==> src/rtl/fifo_rd_stream_pkg.sv <==
// fifo_rd_stream_pkg: shared widths and types for the FIFO read-side stream drain.
//   DATAWIDTH_DEF : default FIFO / stream data width
//   CNTWIDTH_DEF  : default delivered-word counter width
//   BUF_DEPTH     : entries in the output skid buffer
package fifo_rd_stream_pkg;

    localparam int unsigned DATAWIDTH_DEF = 8;
    localparam int unsigned CNTWIDTH_DEF  = 16;
    localparam int unsigned BUF_DEPTH     = 2;
    localparam int unsigned BUF_CNTW      = 2;

    // Occupancy of the skid buffer, 0..BUF_DEPTH
    typedef logic [BUF_CNTW-1:0] buf_cnt_t;

endpackage

==> src/rtl/fifo_rd_stream_if.sv <==
// fifo_rd_stream_if: FIFO pop port plus valid/ready stream, bundled.
//   rd_en     : pop request to the FIFO
//   f_empty   : FIFO empty flag
//   fifo_dout : FIFO read data, valid the cycle after an accepted rd_en
//   m_valid   : stream data valid
//   m_data    : stream data
//   m_ready   : consumer accept
// master = the drain (fifo_rd_stream); slave = FIFO + consumer side.
interface fifo_rd_stream_if
    import fifo_rd_stream_pkg::*;
#(
    parameter int unsigned DATAWIDTH = DATAWIDTH_DEF
);

    logic                 rd_en;
    logic                 f_empty;
    logic [DATAWIDTH-1:0] fifo_dout;
    logic                 m_valid;
    logic [DATAWIDTH-1:0] m_data;
    logic                 m_ready;

    modport master (
        output rd_en,
        input  f_empty,
        input  fifo_dout,
        output m_valid,
        output m_data,
        input  m_ready
    );

    modport slave (
        input  rd_en,
        output f_empty,
        output fifo_dout,
        input  m_valid,
        input  m_data,
        output m_ready
    );

endinterface

==> src/rtl/fifo_rd_stream_skid2.sv <==
// fifo_rd_stream_skid2: 2-entry in-order buffer feeding the stream output.
//   clk, rst_n : clock, async active-low reset
//   push_i     : write din_i this cycle
//   din_i      : word to store
//   pop_i      : oldest entry consumed this cycle (only while valid_o)
//   dout_o     : oldest entry
//   valid_o    : buffer non-empty
//   cnt_o      : occupancy 0..2
module fifo_rd_stream_skid2
    import fifo_rd_stream_pkg::*;
#(
    parameter int unsigned DATAWIDTH = DATAWIDTH_DEF
) (
    input  logic                 clk,
    input  logic                 rst_n,
    input  logic                 push_i,
    input  logic [DATAWIDTH-1:0] din_i,
    input  logic                 pop_i,
    output logic [DATAWIDTH-1:0] dout_o,
    output logic                 valid_o,
    output buf_cnt_t             cnt_o
);

    buf_cnt_t             cnt_q, cnt_d;
    logic [DATAWIDTH-1:0] e0_q, e0_d;
    logic [DATAWIDTH-1:0] e1_q, e1_d;
    logic                 wr_slot;

    // Shift on pop, then write the incoming word behind whatever remains
    always_comb begin
        e0_d    = e0_q;
        e1_d    = e1_q;
        cnt_d   = cnt_q + buf_cnt_t'(push_i) - buf_cnt_t'(pop_i);
        wr_slot = (cnt_q - buf_cnt_t'(pop_i)) != buf_cnt_t'(0);
        if (pop_i) begin
            e0_d = e1_q;
        end
        if (push_i) begin
            if (wr_slot) begin
                e1_d = din_i;
            end else begin
                e0_d = din_i;
            end
        end
    end

    // Buffer storage
    always_ff @(posedge clk or negedge rst_n) begin
        if (!rst_n) begin
            cnt_q <= '0;
            e0_q  <= '0;
            e1_q  <= '0;
        end else begin
            cnt_q <= cnt_d;
            e0_q  <= e0_d;
            e1_q  <= e1_d;
        end
    end

    assign dout_o  = e0_q;
    assign valid_o = (cnt_q != buf_cnt_t'(0));
    assign cnt_o   = cnt_q;

endmodule

==> src/rtl/fifo_rd_stream.sv <==
// fifo_rd_stream: drains a 1-cycle-latency FIFO pop port into a full-rate
// valid/ready stream, all in the FIFO read-clock domain.
//   clk_rd   : read-domain clock
//   rst      : async active-low reset
//   en       : allow new FIFO reads (buffered/in-flight words still drain)
//   bus      : FIFO pop port + output stream (master side)
//   busy     : buffer non-empty or a read in flight
//   word_cnt : words delivered since reset, wrapping
module fifo_rd_stream
    import fifo_rd_stream_pkg::*;
#(
    parameter int unsigned DATAWIDTH = DATAWIDTH_DEF,
    parameter int unsigned CNTWIDTH  = CNTWIDTH_DEF
) (
    input  logic                clk_rd,
    input  logic                rst,
    input  logic                en,
    fifo_rd_stream_if.master    bus,
    output logic                busy,
    output logic [CNTWIDTH-1:0] word_cnt
);

    logic                pend_q, pend_d;
    logic [CNTWIDTH-1:0] word_cnt_q, word_cnt_d;
    logic                pop;
    buf_cnt_t            cnt;
    logic [2:0]          credit_c;

    assign pop = bus.m_valid && bus.m_ready;

    // Occupancy after this edge; a new read is only issued if its word will
    // find a free slot when it lands next cycle
    assign credit_c  = 3'(cnt) + 3'(pend_q) - 3'(pop);
    assign bus.rd_en = rst && en && !bus.f_empty && (credit_c < 3'(BUF_DEPTH));

    // Next-state for in-flight flag and delivered counter
    always_comb begin
        pend_d     = bus.rd_en;
        word_cnt_d = word_cnt_q + CNTWIDTH'(pop);
    end

    always_ff @(posedge clk_rd or negedge rst) begin
        if (!rst) begin
            pend_q     <= 1'b0;
            word_cnt_q <= '0;
        end else begin
            pend_q     <= pend_d;
            word_cnt_q <= word_cnt_d;
        end
    end

    // Word popped last cycle is captured as it arrives on fifo_dout
    fifo_rd_stream_skid2 #(
        .DATAWIDTH (DATAWIDTH)
    ) u_skid (
        .clk     (clk_rd),
        .rst_n   (rst),
        .push_i  (pend_q),
        .din_i   (bus.fifo_dout),
        .pop_i   (pop),
        .dout_o  (bus.m_data),
        .valid_o (bus.m_valid),
        .cnt_o   (cnt)
    );

    assign busy     = (cnt != buf_cnt_t'(0)) || pend_q;
    assign word_cnt = word_cnt_q;

endmodule

==> src/flat_wrapper.sv <==
// flat-port wrapper written by rule: the top's interface ports become plain ports
module fifo_rd_stream_flat import fifo_rd_stream_pkg::*;
#(
    parameter int unsigned DATAWIDTH = DATAWIDTH_DEF,
    parameter int unsigned CNTWIDTH  = CNTWIDTH_DEF
)
  (clk_rd, rst, en, busy, word_cnt, bus_rd_en, bus_f_empty, bus_fifo_dout, bus_m_valid, bus_m_data, bus_m_ready);
  fifo_rd_stream_if #(.DATAWIDTH(DATAWIDTH)) bus_i ();
  input  logic clk_rd;
  input  logic rst;
  input  logic en;
  output logic busy;
  output logic [CNTWIDTH-1:0] word_cnt;
  output wire logic [$bits(bus_i.rd_en)-1:0] bus_rd_en;
  input wire logic [$bits(bus_i.f_empty)-1:0] bus_f_empty;
  input wire logic [$bits(bus_i.fifo_dout)-1:0] bus_fifo_dout;
  output wire logic [$bits(bus_i.m_valid)-1:0] bus_m_valid;
  output wire logic [$bits(bus_i.m_data)-1:0] bus_m_data;
  input wire logic [$bits(bus_i.m_ready)-1:0] bus_m_ready;
  assign bus_rd_en = bus_i.rd_en;
  assign bus_i.f_empty = bus_f_empty;
  assign bus_i.fifo_dout = bus_fifo_dout;
  assign bus_m_valid = bus_i.m_valid;
  assign bus_m_data = bus_i.m_data;
  assign bus_i.m_ready = bus_m_ready;
  fifo_rd_stream #(.DATAWIDTH(DATAWIDTH), .CNTWIDTH(CNTWIDTH)) u_core (.clk_rd(clk_rd), .rst(rst), .en(en), .bus(bus_i), .busy(busy), .word_cnt(word_cnt));
endmodule
==> config.mk <==
export PLATFORM = sky130hd
export DESIGN_NAME = fifo_rd_stream_flat
export DESIGN_NICKNAME = d
export VERILOG_FILES = /design/src/rtl/fifo_rd_stream_pkg.sv /design/src/rtl/fifo_rd_stream_if.sv /design/src/rtl/fifo_rd_stream_skid2.sv /design/src/rtl/fifo_rd_stream.sv /design/src/flat_wrapper.sv
export SDC_FILE = /design/constraint.sdc
export NUM_CORES = 1
export LEC_CHECK = 0
export CAP_MARGIN = 20
export CORE_UTILIZATION = 43
export DETAILED_ROUTE_END_ITERATION = 12
export MAX_ROUTING_LAYER = met4
export PLACE_DENSITY_LB_ADDON = 0.15
export RECOVER_POWER = 100
export SYNTH_ARGS = -nofsm -noshare
export SYNTH_HDL_FRONTEND = slang
export SYNTH_SLANG_ARGS = --single-unit
==> constraint.sdc <==
create_clock -name clk_rd -period 2.1 [get_ports clk_rd]
set_input_delay 0.42 -clock clk_rd [delete_from_list [all_inputs] [get_ports clk_rd]]
set_output_delay 0.42 -clock clk_rd [all_outputs]
set_load 0.005 [all_outputs]
==> qor.csv <==
stage;metric;value;unit
power;ir_drop;0.000644;V
detailed_routing;finalWirelength;3190;µm
worst_setup_path;reg2reg_to;u_core.word_cnt[6];
worst_setup_path;path_delay_family;adder cells;
clock_network;path_clk_slew;80;ps
min_path;hold-path-endpoint;u_core.word_cnt[15];
timing;fin_setup_tns;-464;ps
worst_setup_path;timing.critical_path.buf_inv;2;
layout;num_antenna_cells;0;
power;leakage;0.00110;µW
status;violations;setup timing;
detailed_routing;route.detailed.drc;0;
worst_setup_path;worstSetupPathType;reg2out;
worst_setup_path;cp-start-kind;flop;
global_routing;grt_antenna_before_repair;0;
detailed_routing;firstDrtPassIters;3;
clock_network;cts_max_path_buffers;2;
global_routing;grt_start_max_net_pins;36;
timing;final.min_clock_period;2560;ps
placement;dpl-instance-area;2120;µm²
die;ios;40;
worst_setup_path;cp-end-kind;output pin;
placement;place_congestion;0.745;
layout;fill_cells;273;
yosys;ys_types;22;
die;std_cell_rows;21;
yosys;syn_nets;135;
timing;period_share;1.22;
clock_network;numCtsBuffers;5;
worst_setup_path;worst_ep_required_time;1680;ps
yosys;syn_avg_cell_area;13.5;µm²
detailed_routing;wl_per_cell;14.2;µm
worst_setup_path;reg2regPathDepth;11;
yosys;yosysWarnings;0;
yosys;syn-instance-count;118;
die;die_h;63.0;µm
timing;tightestPinTransition;847;ps
layout;fin_area;2330;µm²
worst_setup_path;critPathArrivalTime;2140;ps
min_path;min_from;u_core.word_cnt[15];
detailed_routing;initialDrtViolationCount;16;
detailed_routing;vias_per_cell;4.88;
die;start_util;0.464;
die;coreArea;3440;µm²
clock_network;clkLatencyLatePin;290;ps
layout;drive_above_1_share;0.369;
placement;post-dp-hpwl;2210;µm
detailed_routing;vias;1098;
worst_setup_path;worstPathCellList;o21ai_2, buf_4, nand2_2, nand2_4, ha_4, fa_2, nor4_4, buf_2;
timing;layout_setup_ws;-464;ps
timing;hold_viol_final;0;
clock_network;cts_root_buffer;clkbuf_8;
timing;setup_viol;1;
min_path;holdPathStages;1;
layout;syn2layout_area_growth;45.8;%
yosys;ys_seq_area_frac;0.548;
die;die_area;3960;µm²
detailed_routing;ant_nets;0;
status;status;finished with violations;
yosys;netlist_area;1600;µm²
power;p_total;2810;µW
placement;io_buffers;39;
yosys;synth-seq-cells;35;
timing;rsz0062_at_grt;true;
timing;relSlewSlack;0.436;
layout;layout.nets;195;
timing;fmax;390;MHz
worst_setup_path;worst_path_max_delay_cell;fa_2;
global_routing;track_usage;0.190;
min_path;hp-class;reg2reg;
global_routing;overflow;0;
global_routing;grt_pass1_vias;1215;
clock_network;clkSinkCount;35;
worst_setup_path;critPathMaxStageDelay;460;ps
worst_setup_path;cp_max_fo;3;
job;drv_cap;0;
global_routing;grt_pass1_wl;5560;µm
power;power-per-cell-area;1210;nW/µm²
placement;pre_cts_ws;-1150;ps
clock_network;htreeDepth;2;
worst_setup_path;r2r_start;u_core.u_skid.cnt_o[1];
timing;skew;6.13;ps
timing;slew_viol_final;0;
timing;worst_hold_slack;475;ps
clock_network;cts_tree;yes;
worst_setup_path;reg2reg_slack;110;ps
die;fp.dieW;63.0;µm
[layout by cell type (no fill, tap or decap), types with 4 or more instances in the layout]
master,netlist,layout
clkbuf_8,0,5
nand2_1,6,4
inv_1,5,5
mux2_4,7,7
mux2_2,17,17
dfrtp_1,35,35
xnor2_1,5,4
nor3_1,4,4
xor2_1,10,10
buf_4,0,15
clkdlybuf4s50_1,0,35
[how the worst max path moves through the flow]
| stage | startpoint | endpoint | slack, ps | cells past startpoint |
|---|---|---|---|---|
| global placement | bus_m_ready | bus_rd_en | -1070 | 8 |
| floorplan | u_core.u_skid.cnt_o[0] | bus_rd_en | -180 | 7 |
| CTS | u_core.u_skid.cnt_o[1] | bus_rd_en | -480 | 8 |
| detailed placement | bus_m_ready | bus_rd_en | -1150 | 8 |
| finish | u_core.u_skid.cnt_o[1] | bus_rd_en | -460 | 8 |
| global route | u_core.u_skid.cnt_o[1] | bus_rd_en | -550 | 8 |
[worst reg2reg max path: cells and delay by family (launching register included)]
| family | cells | cell delay, ps |
|---|---|---|
| AOI/OAI and AO/OA | 1 | 210 |
| xor gates and xnor gates | 1 | 130 |
| adders and majority gates | 2 | 430 |
| buffers and inverters | 5 | 540 |
| DFF | 1 | 400 |
| and+or+nand+nor | 2 | 200 |
[synth_stat cells]
cell type / count / area, µm²
a21bo_2: 1 / 10.0
dfrtp_1: 35 / 876
nor4_1: 5 / 31.3
mux2_2: 17 / 191
buf_6: 2 / 22.5
nand2_1: 6 / 22.5
mux2_4: 7 / 105
nand2b_1: 1 / 6.26
nand4_1: 2 / 12.5
nor3_1: 4 / 20.0
nand4_2: 1 / 12.5
nand3_1: 4 / 20.0
o21ai_2: 1 / 8.76
fa_1: 1 / 20.0
xor2_1: 10 / 87.6
xnor2_1: 5 / 43.8
nor2_1: 3 / 11.3
or3_2: 1 / 7.51
nand3_2: 2 / 20.0
inv_1: 5 / 18.8
ha_1: 3 / 37.5
or2_2: 2 / 12.5
[metal layers]
layer	wire (µm)	vias to the layer above	global-route usage
li1	-	527	-
met1	1400	538	0.217
met2	1600	28	0.317
met3	143	5	0.0584
met4	40	0	0.0610
met5	0	-	-
[what timing repair did]
| action | 4_1_cts | 5_1_grt |
|---|---|---|
| gates resized for setup | 7 | 13 |
| pin swaps | 3 | 4 |
| setup buffers | 8 | 2 |
| endpoints found under the setup margin | 2 | 4 |
| hold buffers | 0 | 0 |
[cells by family (layout without fill, tap and decap cells)]
family | Yosys count | in the layout | share of synthesized area
buffers and inverters | 7 | 68 | 0.0258
and+or+nand+nor | 31 | 31 | 0.110
DFF | 35 | 35 | 0.548
adders and majority gates | 4 | 4 | 0.0360
muxes | 24 | 24 | 0.186
AOI/OAI and AO/OA | 2 | 2 | 0.0117
xor gates and xnor gates | 15 | 15 | 0.0822
[flip-flops by register name, summed over array words and instances (netlist names)]
signal,flops
u_core.word_cnt,16
u_core.pend_q,1
u_core.u_skid.dout_o,8
u_core.u_skid.e1_q,8
u_core.u_skid.cnt_o,2
[cell type report]
class,instances,area [µm²],share of cell area
Clock buffer,5,68.8,0.0295
Clock inverter,3,43.8,0.0188
Inverter,5,18.8,0.00806
Multi-Input combinational cell,76,764,0.328
Sequential cell,35,876,0.376
Tap cell,46,57.6,0.0247
Timing Repair Buffer,55,500,0.215
[power by group]
part	leakage [µW]	internal, µW	switching (µW)	total [µW]
clock network	0.0000581	353	255	608
registers	0.000441	894	165	1060
logic	0.000600	749	394	1140
total	0.00110	2000	813	2810
[stage by stage]
stage	utilization	cells
floorplan	-	118
global placement	0.616	213
detailed placement	0.616	213
CTS	0.664	229
global route	0.677	225
finish	0.677	225
Note: power is estimated with default switching activity, not from simulation.
